$ cat config.mk
export PLATFORM = sky130hd
export DESIGN_NAME = spi_frame_master_flat
export DESIGN_NICKNAME = d
export VERILOG_FILES = /design/src/rtl/spi_frame_master_if.sv /design/src/rtl/spi_frame_master.sv /design/src/flat_wrapper.sv
export SDC_FILE = /design/constraint.sdc
export NUM_CORES = 1
export LEC_CHECK = 0
export BUFFER_PORTS_ARGS = -buffer_cell sky130_fd_sc_hd__buf_2
export CELL_PAD_IN_SITES_DETAIL_PLACEMENT = 0
export CELL_PAD_IN_SITES_GLOBAL_PLACEMENT = 1
export CORE_MARGIN = 2
export CORE_UTILIZATION = 44
export DETAILED_ROUTE_END_ITERATION = 7
export HOLD_SLACK_MARGIN = 0.1
export PLACE_DENSITY = 0.85
export REMOVE_ABC_BUFFERS = 1
export SYNTH_ARGS = -nofsm -noshare
export SYNTH_HDL_FRONTEND = slang
export SYNTH_SLANG_ARGS = --single-unit
$ cat constraint.sdc
create_clock -name clk -period 1.9 [get_ports clk]
set_input_delay 0 -clock clk [delete_from_list [all_inputs] [get_ports clk]]
set_output_delay 0 -clock clk [all_outputs]
set_load 0.005 [all_outputs]
$ cat src/rtl/spi_frame_master_if.sv
// Host handshake and SPI pins of spi_frame_master, grouped in one bundle.
// The master modport is the initiator; the slave modport is the host and target side.
interface spi_frame_master_if #(
  parameter int FRAME_W = 40
);
  logic               start;
  logic               sel_in;
  logic [FRAME_W-1:0] tx_data;
  logic               busy;
  logic               done;
  logic [FRAME_W-1:0] rx_data;
  logic               spi_sel;
  logic               cs_b;
  logic               mosi;
  logic               miso;

  modport master (
    input  start, sel_in, tx_data, miso,
    output busy, done, rx_data, spi_sel, cs_b, mosi
  );

  modport slave (
    output start, sel_in, tx_data, miso,
    input  busy, done, rx_data, spi_sel, cs_b, mosi
  );
endinterface

$ cat src/rtl/spi_frame_master.sv
// SPI initiator for the on-chip two-channel shift-register target: one FRAME_W-bit
// exchange per start, MSB first, on the shared clk; rx_data returns the channel's previous word.
module spi_frame_master #(
  parameter int FRAME_W    = 40,
  parameter int GAP_CYCLES = 2
) (
  input  logic                clk,
  input  logic                rst_b,
  spi_frame_master_if.master  bus
);

  localparam int CNT_W = $clog2(FRAME_W);
  localparam int GAP_W = (GAP_CYCLES > 1) ? $clog2(GAP_CYCLES) : 1;
  localparam logic [CNT_W-1:0] CNT_LAST = CNT_W'(FRAME_W - 1);
  localparam logic [GAP_W-1:0] GAP_LAST = GAP_W'(GAP_CYCLES - 1);

  typedef enum logic [1:0] {
    IDLE,
    SHIFT,
    GAP
  } state_t;

  state_t             state_q,   state_d;
  logic [CNT_W-1:0]   cnt_q,     cnt_d;
  logic [GAP_W-1:0]   gap_q,     gap_d;
  logic [FRAME_W-1:0] tx_sh_q,   tx_sh_d;
  logic [FRAME_W-1:0] rx_sh_q,   rx_sh_d;
  logic [FRAME_W-1:0] rx_data_q, rx_data_d;
  logic               spi_sel_q, spi_sel_d;
  logic               cs_b_q,    cs_b_d;
  logic               mosi_q,    mosi_d;
  logic               busy_q,    busy_d;
  logic               done_q,    done_d;
  logic [FRAME_W-1:0] rx_next;

  // The word as it stands after this edge's miso bit is taken in.
  assign rx_next = (rx_sh_q << 1) | FRAME_W'(bus.miso);

  always_comb begin
    // NOTE: every next-state signal starts from its held value so no branch of the case can infer a latch.
    state_d   = state_q;
    cnt_d     = cnt_q;
    gap_d     = gap_q;
    tx_sh_d   = tx_sh_q;
    rx_sh_d   = rx_sh_q;
    rx_data_d = rx_data_q;
    spi_sel_d = spi_sel_q;
    cs_b_d    = cs_b_q;
    mosi_d    = mosi_q;
    busy_d    = busy_q;
    done_d    = 1'b0;

    unique case (state_q)
      IDLE: begin
        if (bus.start) begin
          tx_sh_d   = bus.tx_data;
          spi_sel_d = bus.sel_in;
          mosi_d    = bus.tx_data[FRAME_W-1];
          cs_b_d    = 1'b0;
          cnt_d     = '0;
          busy_d    = 1'b1;
          state_d   = SHIFT;
        end
      end

      SHIFT: begin
        rx_sh_d = rx_next;
        tx_sh_d = tx_sh_q << 1;
        mosi_d  = tx_sh_q[FRAME_W-2];
        if (cnt_q == CNT_LAST) begin
          // Last edge with cs_b low; the counter is left at its final value rather than wrapping.
          cs_b_d    = 1'b1;
          mosi_d    = 1'b0;
          rx_data_d = rx_next;
          done_d    = 1'b1;
          gap_d     = '0;
          state_d   = GAP;
        end else begin
          cnt_d = cnt_q + CNT_W'(1);
        end
      end

      GAP: begin
        if (gap_q == GAP_LAST) begin
          busy_d  = 1'b0;
          state_d = IDLE;
        end else begin
          gap_d = gap_q + GAP_W'(1);
        end
      end

      default: begin
        state_d = IDLE;
      end
    endcase
  end

  // NOTE: non-blocking assignments so every register samples its peers' pre-edge values.
  always_ff @(posedge clk or negedge rst_b) begin
    if (!rst_b) begin
      state_q   <= IDLE;
      cnt_q     <= '0;
      gap_q     <= '0;
      tx_sh_q   <= '0;
      rx_sh_q   <= '0;
      rx_data_q <= '0;
      spi_sel_q <= 1'b0;
      cs_b_q    <= 1'b1;
      mosi_q    <= 1'b0;
      busy_q    <= 1'b0;
      done_q    <= 1'b0;
    end else begin
      state_q   <= state_d;
      cnt_q     <= cnt_d;
      gap_q     <= gap_d;
      tx_sh_q   <= tx_sh_d;
      rx_sh_q   <= rx_sh_d;
      rx_data_q <= rx_data_d;
      spi_sel_q <= spi_sel_d;
      cs_b_q    <= cs_b_d;
      mosi_q    <= mosi_d;
      busy_q    <= busy_d;
      done_q    <= done_d;
    end
  end

  assign bus.busy    = busy_q;
  assign bus.done    = done_q;
  assign bus.rx_data = rx_data_q;
  assign bus.spi_sel = spi_sel_q;
  assign bus.cs_b    = cs_b_q;
  assign bus.mosi    = mosi_q;

endmodule

$ cat src/flat_wrapper.sv
// flat-port wrapper written by rule: the top's interface ports become plain ports
module spi_frame_master_flat 
#(
  parameter int FRAME_W    = 40,
  parameter int GAP_CYCLES = 2
)
  (clk, rst_b, bus_start, bus_sel_in, bus_tx_data, bus_miso, bus_busy, bus_done, bus_rx_data, bus_spi_sel, bus_cs_b, bus_mosi);
  spi_frame_master_if #(.FRAME_W(FRAME_W)) bus_i ();
  input  logic clk;
  input  logic rst_b;
  input wire logic [$bits(bus_i.start)-1:0] bus_start;
  input wire logic [$bits(bus_i.sel_in)-1:0] bus_sel_in;
  input wire logic [$bits(bus_i.tx_data)-1:0] bus_tx_data;
  input wire logic [$bits(bus_i.miso)-1:0] bus_miso;
  output wire logic [$bits(bus_i.busy)-1:0] bus_busy;
  output wire logic [$bits(bus_i.done)-1:0] bus_done;
  output wire logic [$bits(bus_i.rx_data)-1:0] bus_rx_data;
  output wire logic [$bits(bus_i.spi_sel)-1:0] bus_spi_sel;
  output wire logic [$bits(bus_i.cs_b)-1:0] bus_cs_b;
  output wire logic [$bits(bus_i.mosi)-1:0] bus_mosi;
  assign bus_i.start = bus_start;
  assign bus_i.sel_in = bus_sel_in;
  assign bus_i.tx_data = bus_tx_data;
  assign bus_i.miso = bus_miso;
  assign bus_busy = bus_i.busy;
  assign bus_done = bus_i.done;
  assign bus_rx_data = bus_i.rx_data;
  assign bus_spi_sel = bus_i.spi_sel;
  assign bus_cs_b = bus_i.cs_b;
  assign bus_mosi = bus_i.mosi;
  spi_frame_master #(.FRAME_W(FRAME_W), .GAP_CYCLES(GAP_CYCLES)) u_core (.clk(clk), .rst_b(rst_b), .bus(bus_i));
endmodule
Word-level counts from Yosys, hierarchy flattened
Index checks and enable logic that the tools add are counted.
W data, S select, Z words.
{"block": "totals", "reg_bits": 132, "inputBits": 45, "out_inout_bits": 45, "word_cells": 56}
{"block": "classes", "add_sub_neg": 2, "eq_ne": 7, "n_mux": 23, "bitwise_logic": 1, "reduce_logical": 12}
{"op": "$pmux W39 S2", "n": 1}
{"op": "$or A40 B1 Y40", "n": 1}
{"op": "$mux W39", "n": 1}
{"op": "$mux W6", "n": 2}
{"op": "$pmux W6 S2", "n": 1}
{"op": "$reduce_and A3 Y1", "n": 4}
{"op": "$mux W1", "n": 10}
{"op": "$pmux W1 S2", "n": 4}
{"op": "$reduce_and A2 Y1", "n": 4}
{"op": "$add A6 B1 Y6 const B", "n": 1}
{"op": "$eq A6 B6 Y1 const B", "n": 1}
{"op": "$mux W2", "n": 3}
{"op": "$pmux W2 S3", "n": 1}
{"op": "$reduce_bool A2 Y1", "n": 3}
{"op": "$ne A2 B1 Y1 const B", "n": 2}
{"op": "$ne A2 B2 Y1 const B", "n": 2}
{"op": "$eq A2 B1 Y1 const B", "n": 1}
{"op": "$eq A2 B2 Y1 const B", "n": 1}
{"op": "$logic_not A2 Y1", "n": 1}
{"op": "$add A1 B1 Y1 const B", "n": 1}

Logic depth before layout (Yosys ltp)
Gate-level depths: netlist (run 1).
{"block": "depth", "word_depth": 3, "ltp_mapped": 7, "depth_no_buf": 4}

Least setup slack after synthesis (run 1)
Ideal clock, no wire load.
{"block": "synth_path", "path_kind": "flip-flop to flip-flop", "from": "register u_core.cnt_q[0]", "to": "register u_core.rx_data_q[10], in the netlist u_core.bus.rx_data[10]", "setup_ns": 0.125, "arrival_time_ns": 1.465, "t_required_ns": 1.775, "setup_slack_ns": 0.309, "stages_incl_launch_ff": 6, "n_path_buf": 1, "period_less_slack_ns": 1.591, "cell_sequence": "dfrtp_1 -> ha_1 -> and4bb_1 -> nand3_4 -> buf_6 -> mux2_4"}
{"block": "synth_between", "elab_chain_cells": 2}
{"element": "start, declared", "line": "spi_frame_master.sv:24", "text": "logic [CNT_W-1:0] cnt_q, cnt_d;"}
{"element": "start signal, assigned", "line": "spi_frame_master.sv:114", "text": "cnt_q <= cnt_d;"}
{"element": "$eq A6 B6 Y1", "line": "spi_frame_master.sv:70", "text": "if (cnt_q == CNT_LAST) begin"}
{"element": "$reduce_and A2 Y1 (no line)"}
{"element": "end signal, assigned", "line": "spi_frame_master.sv:118", "text": "rx_data_q <= rx_data_d;"}
{"element": "end, declared", "line": "spi_frame_master.sv:28", "text": "logic [FRAME_W-1:0] rx_data_q, rx_data_d;"}
No other way between the ends.
A chain may end at the register's enable or synchronous reset.

Worst setup path after layout (run 1)
{"block": "layout_path", "from": "register u_core.cnt_q[0]", "to": "register u_core.rx_data_q[12], in the netlist u_core.bus.rx_data[12]"}
The elaborated chain is that of the path after synthesis.

==> out/metrics.yaml, run 1 <==
place_inst: 762
ys_warn_count: 0
period_share_pct: 93.2
p_per_area_nw_per_um2: 1240
seq_area_frac_synth_pct: 59.9
worstPathRequired_ns: 2.18
drive_above_1_share_pct: 26.9
ios: 90
layout_commonest_cell: "nand2_1"
numPortBuffers: 89
crit_family: "simple AND/OR/NAND/NOR gates"
die_area_sq_um: 13400
cts_sinks: 132
synth_top_area_share_pct: 59.4
clk_pin_slew_ns: 0.06
leakage_nw: 3.69
peakVddDrop_mv: 0.709
final.min_clock_period_ns: 1.77
ys_types: 36
crit_path_cell_trace: "ha_1 > and4bb_2 > nand3_4 > buf_12 > mux2_4"
slew-limit-headroom_pct: 69.7
timing.critical_path.buf_inv: 1
cts_buffer_depth: 2
max_freq_mhz: 565
fin_cells: 841
nets: 707
maxSlewViolCount: 0
drt_iter0_markers: 160
vias_per_cell: 4.92
setup_ws_ns: 0.129
nFillCells: 1008
coreArea_sq_um: 12100
worst_pin_slew_ns: 0.455
reg2regPathDepth: 5
startpoint_type: "flop"
dp_hpwl_um: 7030
wire_per_inst_um: 13.7
die_height_um: 116
cp-end-kind: "flop"
critPathMaxStageDelay_ns: 0.41
hp-class: "input pin to async pin"
finClkSkew_ns: 0.00441
p_total_mw: 9.08
worst-setup-path-type: "flop to flop"
routed_wl_um: 11500
fin_area_sq_um: 7320
r2r-start: "u_core.cnt_q[0]"
rrSetupSlack_ns: 0.13
overflow: 0
grt_setup_unrepaired: "false"
r2r-end: "u_core.bus.rx_data[12]"
drtPass1Iterations: 4
track_usage_pct: 18.5
syn_inst: 529
final_antenna_net_count: 0
outcome: "completed"
synthesis.area_sq_um: 5520
ys_ff_latch: 132
finalHoldViolCount: 0
cp_slowest_cell: "dfrtp_1"
grt_pass1_vias: 4125
die_w_um: 116
crit_fanout: 22
syn_avg_cell_area_sq_um: 10.4
arrival_ns: 2.05
synth.top_cells.by_area: "dfrtp_1 59%, nand2_1 14%, mux2_4 10%"
grt_pass1_wl_um: 19600
place_congestion: 0.743
diodes: 0
setup_violations: 0
place_area_sq_um: 6180
cts_tree: "done"
yosys.area.top_type: "dfrtp_1"
drc: 0
antenna_found_initial: 0
setup_tns_ns: 0
root_buffer: "clkbuf_16"
h-tree-depth: 4
layout_common_cells: "205 x nand2_1, 131 x dfrtp_1, 88 x buf_2"
max_cap_violations: 0
syn2layout_area_growth_pct: 32.7
place_ws_ns: 0.0602
clock_latency_ns: 0.40
start_util_pct: 45.5
numCtsBuffers: 17
rows: 40
vias: 4141
grt_max_degree: 69
==> layout make-up <==
class                           count  area (sq um)  area share (%)
Sequential cell                   132          3300            45.1
Multi-Input combinational cell    359          2030            27.8
Timing Repair Buffer              148          1100            15.1
Inverter                            3          11.3           0.154
Tap cell                          168           210            2.87
Clock buffer                       19           453            6.19
Clock inverter                     12           203            2.77
==> Yosys cell counts <==
| cell type | n |
|---|---|
| or3b_1 | 1 |
| a21oi_1 | 3 |
| dfstp_2 | 1 |
| and4bb_1 | 1 |
| clkbuf_1 | 16 |
| nor3b_1 | 1 |
| nand3_4 | 1 |
| dfrtp_1 | 131 |
| o22ai_1 | 2 |
| nand4b_1 | 1 |
| inv_1 | 2 |
| buf_2 | 11 |
| o211ai_1 | 4 |
| a31oi_1 | 38 |
| mux2i_1 | 2 |
| ha_1 | 1 |
| inv_2 | 1 |
| xor2_1 | 1 |
| nand2_1 | 205 |
| o21ai_1 | 3 |
| nand3_1 | 5 |
| buf_6 | 5 |
| or4_1 | 1 |
| mux2_4 | 38 |
| nor2_1 | 40 |
| o41ai_1 | 1 |
| xnor2_1 | 1 |
| nor2b_1 | 1 |
| o31ai_1 | 1 |
| buf_4 | 1 |
| mux2_1 | 2 |
| nand2b_1 | 1 |
| buf_1 | 2 |
| o21ai_0 | 2 |
| a31o_2 | 1 |
| nor4_1 | 1 |
==> stage by stage <==
step | util (%) | hold WS, ns
2_1_floorplan | - | -0.296
3_3_place_gp | 51.0 | -0.103
3_5_place_dp | 51.0 | -0.101
4_1_cts | 60.3 | 0.129
5_1_grt | 60.4 | 0.146
6_report | 60.4 | 0.137
==> where the power goes <==
group	switching (mW)	total, mW	internal (mW)	leakage [nW]
Sequential	0.393	3.78	3.39	1.57
Clock	1.18	3.58	2.40	0.319
Combinational	0.905	1.72	0.813	1.81
==> state kept, by name, indices dropped and copies added, names as in the netlist <==
| signal | cells |
|---|---|
| u_core.bus.mosi | 1 |
| u_core.tx_sh_q | 39 |
| u_core.cnt_q | 6 |
| u_core.bus.cs_b | 1 |
| u_core.bus.busy | 1 |
| u_core.rx_sh_q | 39 |
| u_core.bus.spi_sel | 1 |
| u_core.bus.done | 1 |
| u_core.state_q | 2 |
| u_core.bus.rx_data | 40 |
| u_core.gap_q | 1 |
==> worst reg2reg max path, stage by stage, from the launching register on <==
cell      delay [ns]
dfrtp_1         0.41
ha_1            0.27
and4bb_2        0.28
nand3_4         0.15
buf_12          0.22
mux2_4          0.33
==> logic make-up (layout without fill, tap and decap cells) <==
kind of cell             Yosys count  after routing  synth area share (%)
flip-flops                       132            132                  59.9
AO/OA/AOI/OAI                     55             55                  6.26
multiplexers                      42             42                  11.1
AND/OR/NAND/NOR                  259            259                  18.6
adder cells (fa/ha/maj)            1              1                 0.227
XOR/XNOR                           2              2                 0.318
buffers and inverters             38            182                  3.58
==> worst max path at each step <==
stage                                 start                      to  cells past startpoint
final                       u_core.cnt_q[0]  u_core.bus.rx_data[12]                      5
after global routing        u_core.cnt_q[0]  u_core.bus.rx_data[20]                      5
after CTS                   u_core.cnt_q[0]  u_core.bus.rx_data[12]                      5
after detailed placement    u_core.cnt_q[0]  u_core.bus.rx_data[26]                      5
after global placement      u_core.cnt_q[0]  u_core.bus.rx_data[18]                      5
after floorplan           u_core.state_q[1]   u_core.bus.rx_data[0]                      3
==> layer usage <==
| layer | wire (um) | GRT usage [%] | up-vias |
|---|---|---|---|
| li1 | - | - | 2010 |
| met1 | 5170 | 23.9 | 2012 |
| met2 | 5750 | 30.8 | 112 |
| met3 | 520 | 5.13 | 7 |
| met4 | 62 | 4.84 | 0 |
| met5 | 0 | 0 | - |
==> repair_timing <==
| action | in CTS | in global routing |
|---|---|---|
| hold buffers | 45 | 0 |
| hold endpoints to repair | 175 | 0 |
| setup endpoints to repair | 0 | 34 |
| setup buffers | 0 | 3 |
| resized for setup | 0 | 1 |
No activity file was read; power rests on OpenSTA's default activity.
==> run 2, diff against run 1 <==
--- a/config.mk
+++ b/config.mk
@@ -13,7 +13,7 @@
 export DETAILED_ROUTE_END_ITERATION = 7
 export HOLD_SLACK_MARGIN = 0.1
 export PLACE_DENSITY = 0.85
-export REMOVE_ABC_BUFFERS = 1
+export SETUP_SLACK_MARGIN = 0.3
 export SYNTH_ARGS = -nofsm -noshare
 export SYNTH_HDL_FRONTEND = slang
 export SYNTH_SLANG_ARGS = --single-unit
==> out/metrics.yaml, run 2 (synthesized netlist as in run 1, its figures left out) <==
drive_above_1_share_pct: 29.6
final_util_pct: 62.4
cts_buffer_depth: 2
rows: 40
final.min_clock_period_ns: 1.71
final_antenna_net_count: 0
crit_path_cell_trace: "ha_4 > and4bb_2 > nand3_4 > buf_6 > buf_16 > mux2_4"
p_total_mw: 9.28
die_height_um: 116
root_buffer: "clkbuf_16"
setup_violations: 0
track_usage_pct: 19.5
synth.net_count: 575
worst_pin_slew_ns: 0.435
clock_latency_ns: 0.42
cts_sinks: 132
arrival_ns: 2.01
vias_per_cell: 4.91
worstPathRequired_ns: 2.20
drtPass1Iterations: 4
dp_hpwl_um: 6900
vias: 4220
setup_tns_ns: 0
layout_common_cells: "205 x nand2_1, 129 x dfrtp_1, 88 x buf_2"
period_share_pct: 90.2
numPortBuffers: 89
nets: 725
place_congestion: 0.761
wire_per_inst_um: 14.1
cp_slowest_cell: "dfrtp_1"
finalHoldViolCount: 0
numCtsBuffers: 17
start_util_pct: 45.5
leakage_nw: 3.82
die_w_um: 116
maxSlewViolCount: 0
place_area_sq_um: 6160
h-tree-depth: 4
slew-limit-headroom_pct: 71.0
nFillCells: 987
drc: 0
max_cap_violations: 0
syn2layout_area_growth_pct: 37.1
grt_max_degree: 65
clk_pin_slew_ns: 0.06
grt_setup_unrepaired: "true"
drt_iter0_markers: 244
startpoint_type: "flop"
antenna_found_initial: 0
crit_family: "flip-flops"
cts_tree: "done"
fin_area_sq_um: 7560
grt_pass1_wl_um: 20200
finClkSkew_ns: 0.00609
die_area_sq_um: 13400
p_per_area_nw_per_um2: 1230
coreArea_sq_um: 12100
overflow: 0
ios: 90
reg2regPathDepth: 6
hp-class: "input pin to async pin"
crit_fanout: 8
diodes: 0
cp-end-kind: "flop"
largest_register_ff_count: 40
routed_wl_um: 12100
critPathMaxStageDelay_ns: 0.42
worst-setup-path-type: "flop to flop"
timing.critical_path.buf_inv: 2
peakVddDrop_mv: 0.656
fin_hold_ws_ns: 0.0768
layout_commonest_cell: "nand2_1"
grt_pass1_vias: 4188
outcome: "completed"
max_freq_mhz: 583
path_depth: 6
run 2: cell count changes in the layout (fill, tap and decap cells not counted), moves of 2 or more:
| cell | delta |
|---|---|
| buf_6 | +6 |
| buf_12 | -2 |
| inv_6 | +2 |
| dfrtp_1 | -2 |
| buf_4 | +8 |
| dfrtp_2 | +2 |
| clkbuf_8 | -2 |
| buf_16 | +4 |
run 2: routing by layer:
| layer | global-route usage [%] | wire length (um) | up-vias | share of wire (%) |
|---|---|---|---|---|
| met5 | 0 | 0 | - | 0 |
| met4 | 6.35 | 179 | 0 | 1.5 |
| met3 | 5.96 | 541 | 23 | 4.5 |
| met2 | 31.4 | 5890 | 113 | 48 |
| met1 | 25.3 | 5530 | 2028 | 46 |
| li1 | - | - | 2056 | - |
run 2: power by group:
| group | internal (mW) | switching, mW |
|---|---|---|
| Clock | 2.34 | 1.25 |
| Combinational | 0.924 | 0.962 |
| Sequential | 3.39 | 0.404 |
run 2: path summary, 6_finish.rpt:
| kind | slack, ns | endpoint | from |
|---|---|---|---|
| hold reg to reg | 0.46 | u_core.bus.cs_b | u_core.bus.cs_b |
| max in group asynchronous | 0.85 | u_core.bus.rx_data[5] | rst_b |
| setup / recovery | 0.19 | u_core.bus.rx_data[16] | u_core.cnt_q[1] |
| min in group clk | 0.32 | u_core.bus.spi_sel | bus_sel_in |
| hold / removal | 0.08 | u_core.bus.rx_data[2] | rst_b |
| setup reg to reg | 0.19 | u_core.bus.rx_data[16] | u_core.cnt_q[1] |
run 2: metrics by stage:
stage	instances	setup slack (ns)
2_1_floorplan	529	0.309
3_3_place_gp	763	0.200
3_5_place_dp	763	0.141
4_1_cts	854	0.218
5_1_grt	860	0.164
6_report	860	0.185
run 2: area by class of cell:
type                       instances  area (sq um)  area share (%)
clock inverter                    15           228            3.01
sequential                       132          3310            43.7
inverter                           3          11.3           0.149
tap                              168           210            2.78
multi-input combinational        360          2070            27.4
clock buffer                      17           425            5.62
timing repair buffer             165          1310            17.4
run 2: repair_timing:
item,4_1_cts,5_1_grt
hold endpoints to repair,175,0
gates resized for setup,17,4
setup endpoints to repair,51,65
cloned,4,1
pin swaps,1,0
setup buffers,10,5
hold buffers,45,0
